`src/rtl/goal_detector.sv`:
```
// Pong goal detector: watches the ball row each frame, issues one registered score
// pulse per goal, freezes the ball for a hold period and tracks the match winner.
module goal_detector #(
  parameter logic [9:0] TOP_LIMIT    = 10'd8,
  parameter logic [9:0] BOTTOM_LIMIT = 10'd472,
  parameter int         HOLD_FRAMES  = 60,
  parameter logic [6:0] WIN_SCORE    = 7'd99
) (
  input  logic       clk_50,
  input  logic       reset,
  input  logic       frame_tick,
  input  logic [9:0] ball_y,
  input  logic       start_ball,
  output logic       score_checker1,
  output logic       score_checker2,
  output logic       ball_freeze,
  output logic       serve_ready,
  output logic       game_over,
  output logic [1:0] winner,
  output logic [1:0] dbg_state
);

  localparam int CW = (HOLD_FRAMES > 1) ? $clog2(HOLD_FRAMES) : 1;

  typedef enum logic [1:0] {
    ST_SERVE = 2'd0,
    ST_PLAY  = 2'd1,
    ST_HOLD  = 2'd2,
    ST_OVER  = 2'd3
  } state_t;

  state_t          state_q, state_d;
  logic            sync1_q, sync1_d;
  logic            sync2_q, sync2_d;
  logic            prev_q, prev_d;
  logic            pulse1_q, pulse1_d;
  logic            pulse2_q, pulse2_d;
  logic [6:0]      score1_q, score1_d;
  logic [6:0]      score2_q, score2_d;
  logic [CW-1:0]   cnt_q, cnt_d;

  logic serve_evt;
  logic goal_bottom;
  logic goal_top;
  logic won;

  assign serve_evt   = sync2_q & ~prev_q;
  // The bottom bar takes priority when both limits are satisfied in one frame.
  assign goal_bottom = frame_tick && (ball_y >= BOTTOM_LIMIT);
  assign goal_top    = frame_tick && (ball_y <= TOP_LIMIT) && !goal_bottom;
  assign won         = (score1_q == WIN_SCORE) || (score2_q == WIN_SCORE);

  always_ff @(posedge clk_50 or posedge reset) begin
    if (reset) begin
      state_q  <= ST_SERVE;
      sync1_q  <= 1'b0;
      sync2_q  <= 1'b0;
      prev_q   <= 1'b0;
      pulse1_q <= 1'b0;
      pulse2_q <= 1'b0;
      score1_q <= 7'd0;
      score2_q <= 7'd0;
      cnt_q    <= '0;
    end else begin
      state_q  <= state_d;
      sync1_q  <= sync1_d;
      sync2_q  <= sync2_d;
      prev_q   <= prev_d;
      pulse1_q <= pulse1_d;
      pulse2_q <= pulse2_d;
      score1_q <= score1_d;
      score2_q <= score2_d;
      cnt_q    <= cnt_d;
    end
  end

  always_comb begin
    state_d  = state_q;
    sync1_d  = start_ball;
    sync2_d  = sync1_q;
    prev_d   = sync2_q;
    pulse1_d = 1'b0;
    pulse2_d = 1'b0;
    score1_d = score1_q;
    score2_d = score2_q;
    cnt_d    = cnt_q;
    case (state_q)
      ST_SERVE: begin
        if (serve_evt) state_d = ST_PLAY;
      end
      ST_PLAY: begin
        if (goal_bottom) begin
          pulse1_d = 1'b1;
          score1_d = (score1_q >= WIN_SCORE) ? WIN_SCORE : score1_q + 7'd1;
          cnt_d    = '0;
          state_d  = ST_HOLD;
        end else if (goal_top) begin
          pulse2_d = 1'b1;
          score2_d = (score2_q >= WIN_SCORE) ? WIN_SCORE : score2_q + 7'd1;
          cnt_d    = '0;
          state_d  = ST_HOLD;
        end
      end
      ST_HOLD: begin
        // Scores are settled on entry to HOLD, so the win test at exit sees the entry values.
        if (frame_tick) begin
          if (cnt_q == CW'(HOLD_FRAMES - 1)) begin
            cnt_d   = '0;
            state_d = won ? ST_OVER : ST_SERVE;
          end else begin
            cnt_d = cnt_q + CW'(1);
          end
        end
      end
      default: begin
      end
    endcase
  end

  always_comb begin
    score_checker1 = pulse1_q;
    score_checker2 = pulse2_q;
    ball_freeze    = (state_q != ST_PLAY);
    serve_ready    = (state_q == ST_SERVE);
    game_over      = (state_q == ST_OVER);
    winner         = 2'b00;
    if (state_q == ST_OVER) winner = {score2_q == WIN_SCORE, score1_q == WIN_SCORE};
    dbg_state      = state_q;
  end

endmodule
```
`config.mk`:
```
export PLATFORM = sky130hd
export DESIGN_NAME = goal_detector
export DESIGN_NICKNAME = d
export VERILOG_FILES = /design/src/rtl/goal_detector.sv
export SDC_FILE = /design/constraint.sdc
export NUM_CORES = 1
export LEC_CHECK = 0
export ABC_AREA = 1
export CAP_MARGIN = 10
export CORE_ASPECT_RATIO = 1.1
export CORE_MARGIN = 2
export CORE_UTILIZATION = 32
export CTS_BUF_LIST = sky130_fd_sc_hd__clkbuf_4 sky130_fd_sc_hd__clkbuf_8
export DETAILED_ROUTE_END_ITERATION = 10
export PLACE_DENSITY = 0.5
export SETUP_SLACK_MARGIN = 0.1
export SYNTH_ARGS = -nofsm -noshare
export SYNTH_HDL_FRONTEND = slang
export SYNTH_SLANG_ARGS = --single-unit
```
`constraint.sdc`:
```
create_clock -name clk_50 -period 2 [get_ports clk_50]
set_input_delay 0.3 -clock clk_50 [delete_from_list [all_inputs] [get_ports clk_50]]
set_output_delay 0.3 -clock clk_50 [all_outputs]
set_load 0.02 [all_outputs]
```
# After elaboration in Yosys (flattened, before gate mapping)
# Index checks and enable logic that the tools add are counted.
# totals
memories	0
reg_bits	27
latchBits	0
elab_cells	62
romBits	0
mem_bits_rw	0
# classes
n_reduce_logical	12
shift	0
bitwise_logic	3
n_addsub	3
n_mul	0
mux	20
div	0
n_eq_ne	11
order_cmp	4
# ops
cell	count
two-way mux 6 bit	4
adder 7 x 1 -> 7 bit, second input constant	2
equality test 7 bit, second input constant	2
>= comparator 7 bit, second input constant	2
two-way mux 2 bit	7
two-way mux 7 bit	2
one-hot mux 6 bit (2 select lines)	1
>= comparator 10 x 9 -> 1 bit, second input constant	1
less-or-equal comparator 10 x 4 -> 1 bit, second input constant	1
adder 6 x 1 -> 6 bit, second input constant	1
equality test 6 bit, second input constant	1
one-hot mux 2 bit (3 select lines)	1
AND reduction 3 bit	2
two-way mux 1 bit	5
AND reduction 5 bit	1
equality test 2 bit, second input constant	2
inequality test 2 x 1 -> 1 bit, second input constant	2
inequality test 2 bit, second input constant	2
logical AND 1 bit	3
inequality test 3 bit, second input constant	1
nonzero test 3 bit	1
equality test 2 x 1 -> 1 bit, second input constant	1
logical NOT 2 bit	1
NOT 1 bit	2
5 further kinds	5

# Longest topological paths before layout
# depth
depth_word	7
ltp_mapped	9
mapped_depth_nobuf	9

# Least setup slack after synthesis
# No wires, ideal clock.
# synth_timing
path_kind	register -> output
from	register state_q[1] (netlist: dbg_state[1])
to	output port winner[0]
path_slack_ns	0.481
required_time_ns	1.700
arrival_time_ns	1.219
stages_incl_launch_ff	4
cell_sequence	dfrtp_1 -> ha_1 -> inv_1 -> nor2_1
# synth_via
elab_chain_cells	2
# synth_lines
element	line_no	source
from (decl)	32	state_t state_q, state_d;
from (signal assigned)	65	state_q <= state_d;
equality test 2 bit	n/a	
net game_over	18	output logic game_over,
two-way mux 2 bit	127	if (state_q == ST_OVER) winner = {score2_q == WIN_SCORE, score1_q == WIN_SCORE};
to (decl)	19	output logic [1:0] winner,
# The timed path passes the listed nets, and every way through them passes these cells.

# Final worst setup path
# layout_timing
from	register state_q[1] (netlist: dbg_state[1])
to	output port game_over
# layout_via
elab_chain_cells	1
# layout_lines
element	line_no	source
equality test 2 bit	125	game_over = (state_q == ST_OVER);
to (decl)	18	
# No other way between the ends.

==> results.json <==
{
  "setup_viol": 0,
  "maximum_number_of_pins_on_one_net_before_global_route_repair": 18,
  "post_synth_num_cell_types": 24,
  "sequential_share_of_the_synthesized_area_pct": 41.41,
  "synth_cells": 217,
  "synthToLayoutAreaGrowth_pct": 20.17,
  "clockRootBuffer": "sky130_fd_sc_hd__clkbuf_8",
  "clock_sinks": 27,
  "postCtsSetupBuffers": 0,
  "ys.warnings.count": 0,
  "dpl_worst_slack_ps": 115.7,
  "synth-edff-count": 0,
  "floorplan.initialDensity_pct": 32.85,
  "drive_gt1_share_pct": 6.967,
  "layoutNonFillerInstCount": 302,
  "setup.worst_path.class": "flop to output pin",
  "antenna_found_initial": 0,
  "multi_input_combinational_cell_area_um2": 828.3,
  "final_wirelength_mm": 3.353,
  "buffer_ports.inserted": 22,
  "grt_setup_unrepaired": "false",
  "run_status": "finished, final reports clean",
  "n_fill_cell": 534,
  "grt_util_all_layers_pct": 13.36,
  "netlist_area_pre_place_um2": 1632,
  "layout_min_cycle_time_ps": 1801,
  "final_max_slew_viol_count": 0,
  "antenna_cells": 0,
  "cts_max_path_buffers": 2,
  "finClkSkew_ps": 2.273,
  "synthTopCellsByCount": "sky130_fd_sc_hd__nand2_1, sky130_fd_sc_hd__inv_1, sky130_fd_sc_hd__nor2_1, sky130_fd_sc_hd__dfrtp_1, sky130_fd_sc_hd__nand3_1",
  "routed_via_density": 4.560,
  "minimum_setup_slack_in_the_final_design_ps": 199.2,
  "tns_ps": 0,
  "dp_hpwl_mm": 2.637,
  "cts_tree": "done",
  "fin_crit_sh_pct": 90.04,
  "drc_errors": 0,
  "drt_iter0_drc": 53,
  "timing.max_cap.violations": 0,
  "crit_arrival_ps": 1500,
  "clock.fmax_mhz": 555.3,
  "cp-end-kind": "output pin",
  "slew_headroom_pct": 73.43,
  "yosysTopAreaCell": "sky130_fd_sc_hd__dfrtp_1",
  "critPathLaunchType": "flop",
  "required_ps": 1700,
  "dpl.cell_count": 298,
  "holdBufCountCts": 0,
  "ios": 23,
  "final_hold_viol_count": 0,
  "irDropWorstVdd_uv": 325.1,
  "place_congestion": 0.7723,
  "chipWidth_um": 72.08,
  "floorplan.core_area_um2": 4966,
  "drtAntennaViolNets": 0,
  "first_pass_grt_wire_length_mm": 6.058,
  "htree_levels": 1,
  "leading_cell_types_by_total_area_after_synthesis": "sky130_fd_sc_hd__dfrtp_1, sky130_fd_sc_hd__nand2_1, sky130_fd_sc_hd__inv_1",
  "yosys.cell_count.top_type": "sky130_fd_sc_hd__nand2_1",
  "total_vias_in_the_final_route": 1377,
  "register_area_um2": 675.6,
  "max_fo_critical_path": 5,
  "clk_pin_slew_worst_setup_hold_paths_ps": 90,
  "cellLeakagePower_nw": 0.9477,
  "holdCritPathClass": "input port to async pin",
  "portion_of_synthesized_cell_area_occupied_by_the_leading_cell_type_pct": 41.41,
  "numCtsBuffers": 3,
  "wire_per_inst_um": 11.10,
  "source_to_sink_clock_delay_at_the_later_pin_of_the_worst_skew_pair_ps": 270,
  "ffs_w_async_s_r_synth_pct": 100.0,
  "die_h_um": 78.89,
  "share_of_the_core_filled_with_cells_in_the_final_layout_pct": 39.48,
  "synth.ff_latch_count": 27,
  "max_slew.worst_pin.slew_ps": 396.7,
  "grt.overflow.total": 0,
  "layout.nets": 266,
  "die-area_um2": 5686,
  "grt_pass1_vias": 1415,
  "ys_dominant_reg_cell": "sky130_fd_sc_hd__dfrtp_1",
  "avgSynthCellArea_um2": 7.519,
  "powerDensity_nw_per_um2": 880.0,
  "rows": 27,
  "synth_nets": 238,
  "detailedRoute.firstPassIterationCount": 4
}
[through the flow]
stage	power (mW)	cell area, µm²	hold WS [ps]
finish	1.725	1961	310.4
CTS	1.760	1969	317.0
floorplan	1.197	1632	331.2
detailed placement	1.436	1924	346.5
global route	1.871	1961	360.3
global placement	1.440	1924	357.8
[worst max-delay path, stage by stage (launching register included)]
cell and delay (ps):
sky130_fd_sc_hd__dfrtp_1 430, sky130_fd_sc_hd__ha_1 200, sky130_fd_sc_hd__clkdlybuf4s50_1 600
[timing repair]
action | in CTS | in global routing
hold endpoints to repair | 0 | 0
gates resized for setup | 3 | 7
setup endpoints to repair | 3 | 4
cloned | 0 | 0
[cells by family after synthesis]
family          Yosys count  share of synthesized area [%]
simple gates            122                          32.82
fa+ha+maj                 7                          5.368
xor+xnor                 11                          5.905
flops                    27                          41.41
compound gates           20                          6.672
buf+inv                  30                          7.822
[layer usage]
metal	GRT usage [%]	up-vias	wire, µm
met5	0	-	0
met4	5.094	0	55
met3	2.665	4	143
met2	22.39	26	1519
met1	16.80	615	1635
li1	-	732	-
[where the power goes]
part	total, mW	internal [mW]	switching, mW
Combinational	0.688	0.266	0.422
Sequential	0.710	0.626	0.0838
Clock	0.327	0.156	0.171
Total	1.73	1.05	0.677
[final cells by class]
cell class	instances	share of cell area, %
multi-input cells	160	42.25
flip-flops and latches	27	34.46
repair buffers	25	11.74
inverters	28	5.361
well taps	58	3.701
clock buffers	4	2.489
[sequential cells by signal, summed over array words and instances, names as in the netlist]
signal / cells
cnt_q: 6
sync1_q: 1
score2_q: 7
prev_d: 1
prev_q: 1
dbg_state: 2
score_checker2: 1
score_checker1: 1
score1_q: 7
[path summary, 6_finish.rpt]
kind	cells past startpoint	start	to	slack [ps]
setup / recovery	2	dbg_state[1]	game_over	200
hold / removal	3	reset	score_checker2	310
setup reg to reg	7	dbg_state[0]	cnt_q[3]	480
hold reg to reg	0	sync1_q	prev_d	370
max in group asynchronous	3	reset	dbg_state[1]	1460
min in group clk_50	0	sync1_q	prev_d	370
[layout by cell type, fill, tap and decap left out, drive strengths merged]
cell type / instances
o21ai: 15
dlymetal6s2s: 1
a21oi: 1
a31oi: 1
nand3b: 4
ha: 7
o211ai: 2
xnor2: 2
or2: 2
xor2: 9
nand4: 1
dfrtp: 27
nand2: 66
nand3: 14
clkdlybuf4s50: 18
nor3: 4
clkbuf: 7
inv: 28
nor2: 31
buf: 3
o21a: 1
Note: power is estimated with default switching activity, not from simulation.
